$ cat src/rtl/alu_ctrl_pkg.sv
// ALU control shared definitions: operation codes, alu_op class
// encodings and funct[2:0] values used by the decoder and sequencer.
package alu_ctrl_pkg;

  typedef enum logic [3:0] {
    OP_LOAD  = 4'd1,
    OP_STORE = 4'd2,
    OP_ADD   = 4'd3,
    OP_NOT   = 4'd4,
    OP_NOP   = 4'd5,
    OP_SUB   = 4'd6,
    OP_AND   = 4'd7,
    OP_MUL   = 4'd8,
    OP_PASS  = 4'd9
  } op_e;

  typedef enum logic [1:0] {
    CLS_NOP   = 2'b00,
    CLS_FUNCT = 2'b01,
    CLS_ADDR  = 2'b10,
    CLS_PASS  = 2'b11
  } alu_cls_e;

  localparam logic [2:0] F_NOP   = 3'b000;
  localparam logic [2:0] F_LOAD  = 3'b001;
  localparam logic [2:0] F_STORE = 3'b010;
  localparam logic [2:0] F_ADD   = 3'b011;
  localparam logic [2:0] F_NOT   = 3'b100;
  localparam logic [2:0] F_SUB   = 3'b101;
  localparam logic [2:0] F_AND   = 3'b110;
  localparam logic [2:0] F_MUL   = 3'b111;

endpackage

$ cat src/rtl/alu_ctrl_decode.sv
// Combinational {alu_op, funct} -> {operation, is_multi, illegal}.
// Ports: alu_op/funct in; operation/is_multi/illegal out. Macro ALU_CTRL_MUL_EN.
module alu_ctrl_decode
  import alu_ctrl_pkg::*;
#(
  parameter int FUNCT_W = 3,
  parameter int OP_W    = 4
) (
  input  logic [1:0]         alu_op,
  input  logic [FUNCT_W-1:0] funct,
  output logic [OP_W-1:0]    operation,
  output logic               is_multi,
  output logic               illegal
);

  logic hi_nz;
  op_e  op;

  // Any set bit above [2:0] makes a function-decoded op illegal.
  if (FUNCT_W > 3) begin : g_hi
    assign hi_nz = |funct[FUNCT_W-1:3];
  end else begin : g_no_hi
    assign hi_nz = 1'b0;
  end

  always_comb begin
    op       = OP_NOP;
    is_multi = 1'b0;
    illegal  = 1'b0;
    unique case (alu_op)
      CLS_NOP:  op = OP_NOP;
      CLS_ADDR: op = OP_ADD;
      CLS_PASS: op = OP_PASS;
      default: begin
        if (hi_nz) begin
          illegal = 1'b1;
        end else begin
          unique case (funct[2:0])
            F_NOP:   op = OP_NOP;
            F_LOAD:  op = OP_LOAD;
            F_STORE: op = OP_STORE;
            F_ADD:   op = OP_ADD;
            F_NOT:   op = OP_NOT;
            F_SUB:   op = OP_SUB;
            F_AND:   op = OP_AND;
            F_MUL: begin
`ifdef ALU_CTRL_MUL_EN
              op       = OP_MUL;
              is_multi = 1'b1;
`else
              illegal  = 1'b1;
`endif
            end
          endcase
        end
      end
    endcase
  end

  assign operation = OP_W'(op);

endmodule

$ cat src/rtl/alu_control_seq.sv
// EX-stage ALU control slot: handshake, stall/flush, multi-cycle occupancy.
// Ports: clk, rst, alu_op, funct, in_valid/in_ready, stall, flush,
// out_valid, operation, illegal, busy, op_last. Macro ALU_CTRL_MUL_EN.
module alu_control_seq
  import alu_ctrl_pkg::*;
#(
  parameter int FUNCT_W   = 3,
  parameter int OP_W      = 4,
  parameter int MC_CYCLES = 4
) (
  input  logic               clk,
  input  logic               rst,
  input  logic [1:0]         alu_op,
  input  logic [FUNCT_W-1:0] funct,
  input  logic               in_valid,
  output logic               in_ready,
  input  logic               stall,
  input  logic               flush,
  output logic               out_valid,
  output logic [OP_W-1:0]    operation,
  output logic               illegal,
  output logic               busy,
  output logic               op_last
);

  localparam int CW = $clog2(MC_CYCLES + 1);
  localparam logic [OP_W-1:0] NOP_C = OP_W'(OP_NOP);

  logic [CW-1:0]   cnt_q, cnt_d;
  logic            out_valid_q, out_valid_d;
  logic [OP_W-1:0] op_q, op_d;
  logic            illegal_q, illegal_d;

  logic [OP_W-1:0] dec_op;
  logic            dec_multi;
  logic            dec_ill;
  logic            accept;

  alu_ctrl_decode #(
    .FUNCT_W(FUNCT_W),
    .OP_W   (OP_W)
  ) u_dec (
    .alu_op   (alu_op),
    .funct    (funct),
    .operation(dec_op),
    .is_multi (dec_multi),
    .illegal  (dec_ill)
  );

  // Ready on the last EX cycle too, so ops chain without bubbles.
  assign in_ready = !stall && (cnt_q <= CW'(1));
  assign accept   = in_valid && in_ready;

  always_comb begin
    cnt_d       = cnt_q;
    out_valid_d = out_valid_q;
    op_d        = op_q;
    illegal_d   = illegal_q;
    if (flush) begin
      cnt_d       = '0;
      out_valid_d = 1'b0;
      op_d        = NOP_C;
      illegal_d   = 1'b0;
    end else if (stall) begin
      cnt_d = cnt_q;
    end else if (accept) begin
      cnt_d       = dec_multi ? CW'(MC_CYCLES) : CW'(1);
      out_valid_d = 1'b1;
      op_d        = dec_op;
      illegal_d   = dec_ill;
    end else if (cnt_q > CW'(1)) begin
      cnt_d = cnt_q - CW'(1);
    end else if (cnt_q == CW'(1)) begin
      cnt_d       = '0;
      out_valid_d = 1'b0;
      op_d        = NOP_C;
      illegal_d   = 1'b0;
    end
  end

  always_ff @(posedge clk) begin
    if (rst) begin
      cnt_q       <= '0;
      out_valid_q <= 1'b0;
      op_q        <= NOP_C;
      illegal_q   <= 1'b0;
    end else begin
      cnt_q       <= cnt_d;
      out_valid_q <= out_valid_d;
      op_q        <= op_d;
      illegal_q   <= illegal_d;
    end
  end

  assign out_valid = out_valid_q;
  assign operation = op_q;
  assign illegal   = illegal_q;
  assign op_last   = out_valid_q && (cnt_q == CW'(1));
`ifdef ALU_CTRL_MUL_EN
  assign busy      = cnt_q > CW'(1);
`else
  assign busy      = 1'b0;
`endif

endmodule
$ cat config.mk
export PLATFORM = sky130hd
export DESIGN_NAME = alu_control_seq
export DESIGN_NICKNAME = d
export VERILOG_FILES = /design/src/rtl/alu_ctrl_pkg.sv /design/src/rtl/alu_ctrl_decode.sv /design/src/rtl/alu_control_seq.sv
export SDC_FILE = /design/constraint.sdc
export NUM_CORES = 1
export LEC_CHECK = 0
export ABC_AREA = 1
export BUFFER_PORTS_ARGS = -buffer_cell sky130_fd_sc_hd__clkbuf_2
export CORE_AREA = 2 2 39 41
export DETAILED_ROUTE_END_ITERATION = 7
export DIE_AREA = 0 0 41 43
export GPL_TIMING_DRIVEN = 1
export PLACE_DENSITY_LB_ADDON = 0.15
export SLEW_MARGIN = 20
export SYNTH_ARGS = -nofsm -noshare
export SYNTH_HDL_FRONTEND = slang
export SYNTH_SLANG_ARGS = --single-unit
$ cat constraint.sdc
create_clock -name clk -period 1.4 [get_ports clk]
set_input_delay 0.21 -clock clk [delete_from_list [all_inputs] [get_ports clk]]
set_output_delay 0.21 -clock clk [all_outputs]
set_load 0.02 [all_outputs]
==> impl_metrics.json <==
{
  "period_share_pct": 97.7,
  "leakage_nw": 0.388,
  "ys_async_sr_fraction_pct": 0,
  "synth_xor_area_share_pct": 1.47,
  "synthCells": 90,
  "grt_pass1_wl_mm": 1.98,
  "ys_warn_count": 0,
  "synth_cell_types": 20,
  "synth_area_leaders": "dfxtp_1 (30%), nand2_1 (15%), inv_1 (8.8%)",
  "regToRegStartpoint": "cnt_q[1]",
  "min_to": "operation[2]",
  "initial_utilization_pct": 43.1,
  "synth_ff_type": "dfxtp_1",
  "placed_area_sq_um": 694,
  "numCtsBuffers": 3,
  "fin_crit_ns": 1.37,
  "dp.final_hpwl_um": 950,
  "worstPathMaxFanout": 4,
  "ys_ff_latch": 9,
  "setup_viol": 0,
  "cp-start-kind": "register",
  "yosys-top-cells-count": "nand2_1 (24), inv_1 (14), dfxtp_1 (9), nor2_1 (9)",
  "yosys.area_share.simple_pct": 36.7,
  "num_vias": 593,
  "ctsHoldBuffers": 0,
  "dieHeight_um": 43,
  "final_cells": 128,
  "crit_type": "reg2out",
  "timing.rr.end": "operation[0]",
  "synth_edf_count": 0,
  "fin_area_sq_um": 759,
  "io_pins": 19,
  "hold_start": "rst",
  "synth_top_family_by_area": "simple AND/OR/NAND/NOR gates",
  "status": "finished, final reports clean",
  "crit_path_end_kind": "primary output",
  "hold_viol_final": 0,
  "drive_above_1_share_pct": 34.8,
  "grt_max_degree": 8,
  "reg2reg_slack_ns": 0.10,
  "synth.cell_area_sq_um": 597,
  "antenna_found_initial": 0,
  "first_pass_iters": 3,
  "cap_violations": 0,
  "syn2layout_area_growth_pct": 27.3,
  "ctsLongestPathBuffers": 2,
  "synth_most_common_cell": "nand2_1",
  "avgViaCountPerCell": 4.63,
  "slew_violations": 0,
  "rsz0062_at_grt": "true",
  "synth_nets": 102,
  "synth_mux_area_share_pct": 0,
  "first_iter_violations": 3,
  "drc": 0,
  "die_x_um": 41,
  "power_mw": 0.582,
  "fmax_mhz": 731,
  "ys_seq_area_share_pct": 30.2,
  "worstHoldPathCells": 3,
  "yosysTopAreaCellShare_pct": 30.2,
  "reg2reg_depth": 9,
  "ir_worst_vdd_v": 0.000379,
  "cts.sinks": 9,
  "synth_compound_area_share_pct": 14.9,
  "post_drt_wl_per_cell_um": 9.26,
  "critPathArrivalTime_ns": 1.16,
  "pwr_density_cell_mw_per_mm2": 766,
  "port_buffers": 17,
  "final_antenna_net_count": 0,
  "coreArea_sq_mm": 0.00138,
  "track_usage_pct": 16.3,
  "finish.net_count": 125,
  "synth-adder-area-share_pct": 4.19,
  "n_antenna_cell": 0,
  "place_inst": 122,
  "clk_latency_ns": 0.26,
  "cts_root_buffer": "clkbuf_4",
  "grt_overflow_total": 0,
  "cts.htree.levels": 1,
  "syn_area_per_cell_sq_um": 6.63,
  "grt_pass1_vias": 520,
  "synth_top_area_cell": "dfxtp_1",
  "die-area_sq_mm": 0.00176,
  "fin_skew_ns": 0.00835,
  "place_congestion": 0.702,
  "worst_ep_required_time_ns": 1.19,
  "hold_class": "in2reg",
  "wirelength_mm": 1.19,
  "clk_pin_slew_ns": 0.06,
  "cts_tree": "yes",
  "row_count": 14
}
[report_power, final]
part           switching [mW]  leakage [nW]  internal [mW]
clock network          0.0867        0.0150          0.109
logic                  0.0734         0.299         0.0473
registers             0.00372        0.0738          0.261
total                   0.164         0.388          0.418
[layout make-up]
cell class	count	area, sq um
timing repair buffer	19	106
inverter	17	63.8
fill	139	624
sequential	9	183
clock buffer	4	26.3
tap	16	20.0
multi-input combinational	63	360
[timing repair]
| action | in CTS | in global routing |
|---|---|---|
| setup buffers | 1 | 1 |
| pin swaps | 2 | 3 |
| gates resized for setup | 6 | 6 |
| setup endpoints to repair | 2 | 1 |
[critical path, cell delays in order, from the launching register on]
cell	delay, ns
dfxtp_2	0.34
inv_2	0.06
ha_4	0.16
nand2_4	0.09
nand2_4	0.05
nand2_2	0.05
inv_2	0.03
buf_6	0.12
[worst max-delay path by stage]
| stage | start | to | slack (ns) | cells after the start |
|---|---|---|---|---|
| 2_1_floorplan | cnt_q[1] | operation[0] | 0.17 | 8 |
| 3_3_place_gp | cnt_q[1] | operation[0] | 0.11 | 8 |
| 3_5_place_dp | cnt_q[1] | operation[0] | 0.08 | 8 |
| 4_1_cts | cnt_q[1] | in_ready | 0.008 | 7 |
| 5_1_grt | cnt_q[1] | in_ready | -0.03 | 7 |
| 6_report | cnt_q[1] | in_ready | 0.03 | 7 |
[routing by layer]
| metal | GRT usage, % | part of all wire [%] | up-vias |
|---|---|---|---|
| met4 | 8.00 | 1.2 | 0 |
| li1 | - | - | 323 |
| met1 | 18.8 | 41 | 256 |
| met2 | 27.8 | 55 | 12 |
| met5 | 0 | 0 | - |
| met3 | 1.57 | 2.3 | 2 |
[logic make-up (layout without fill, tap and decap cells)]
| group | Yosys count | after routing |
|---|---|---|
| compound gates | 13 | 13 |
| other cells | 1 | 1 |
| xor+xnor | 1 | 1 |
| buf+inv | 18 | 40 |
| fa+ha+maj | 2 | 2 |
| flops | 9 | 9 |
| simple gates | 46 | 46 |
[registers in the layout, summed over array words and instances (netlist names)]
signal and cells:
operation 4, cnt_q 3, illegal 1, out_valid 1
[layout by cell type, fill, tap and decap left out]
cell / n
nand2_1: 23
clkbuf_2: 15
inv_1: 11
nor2_1: 9
dfxtp_1: 7
inv_2: 6
nand3_1: 6
a21oi_1: 6
o21ai_0: 4
nand2_2: 3
clkbuf_4: 3
nand2_4: 2
dfxtp_2: 2
buf_4: 2
o211ai_2: 1
xnor2_1: 1
o211ai_4: 1
nand3_4: 1
nor3_1: 1
nand3b_1: 1
o21ai_1: 1
ha_1: 1
ha_4: 1
conb_1: 1
clkbuf_1: 1
buf_6: 1
buf_2: 1
[metrics by stage]
stage / TNS [ns] / setup slack [ns] / util [%] / hold WS (ns)
global route: -0.0413 / -0.0304 / 54.9 / 0.217
detailed placement: 0 / 0.0793 / 50.2 / 0.453
global placement: 0 / 0.112 / 50.2 / 0.443
finish: 0 / 0.0316 / 54.9 / 0.188
CTS: 0 / 0.00816 / 53.9 / 0.183
floorplan: 0 / 0.169 / - / 0.337
(Power assumes the default switching activity.)
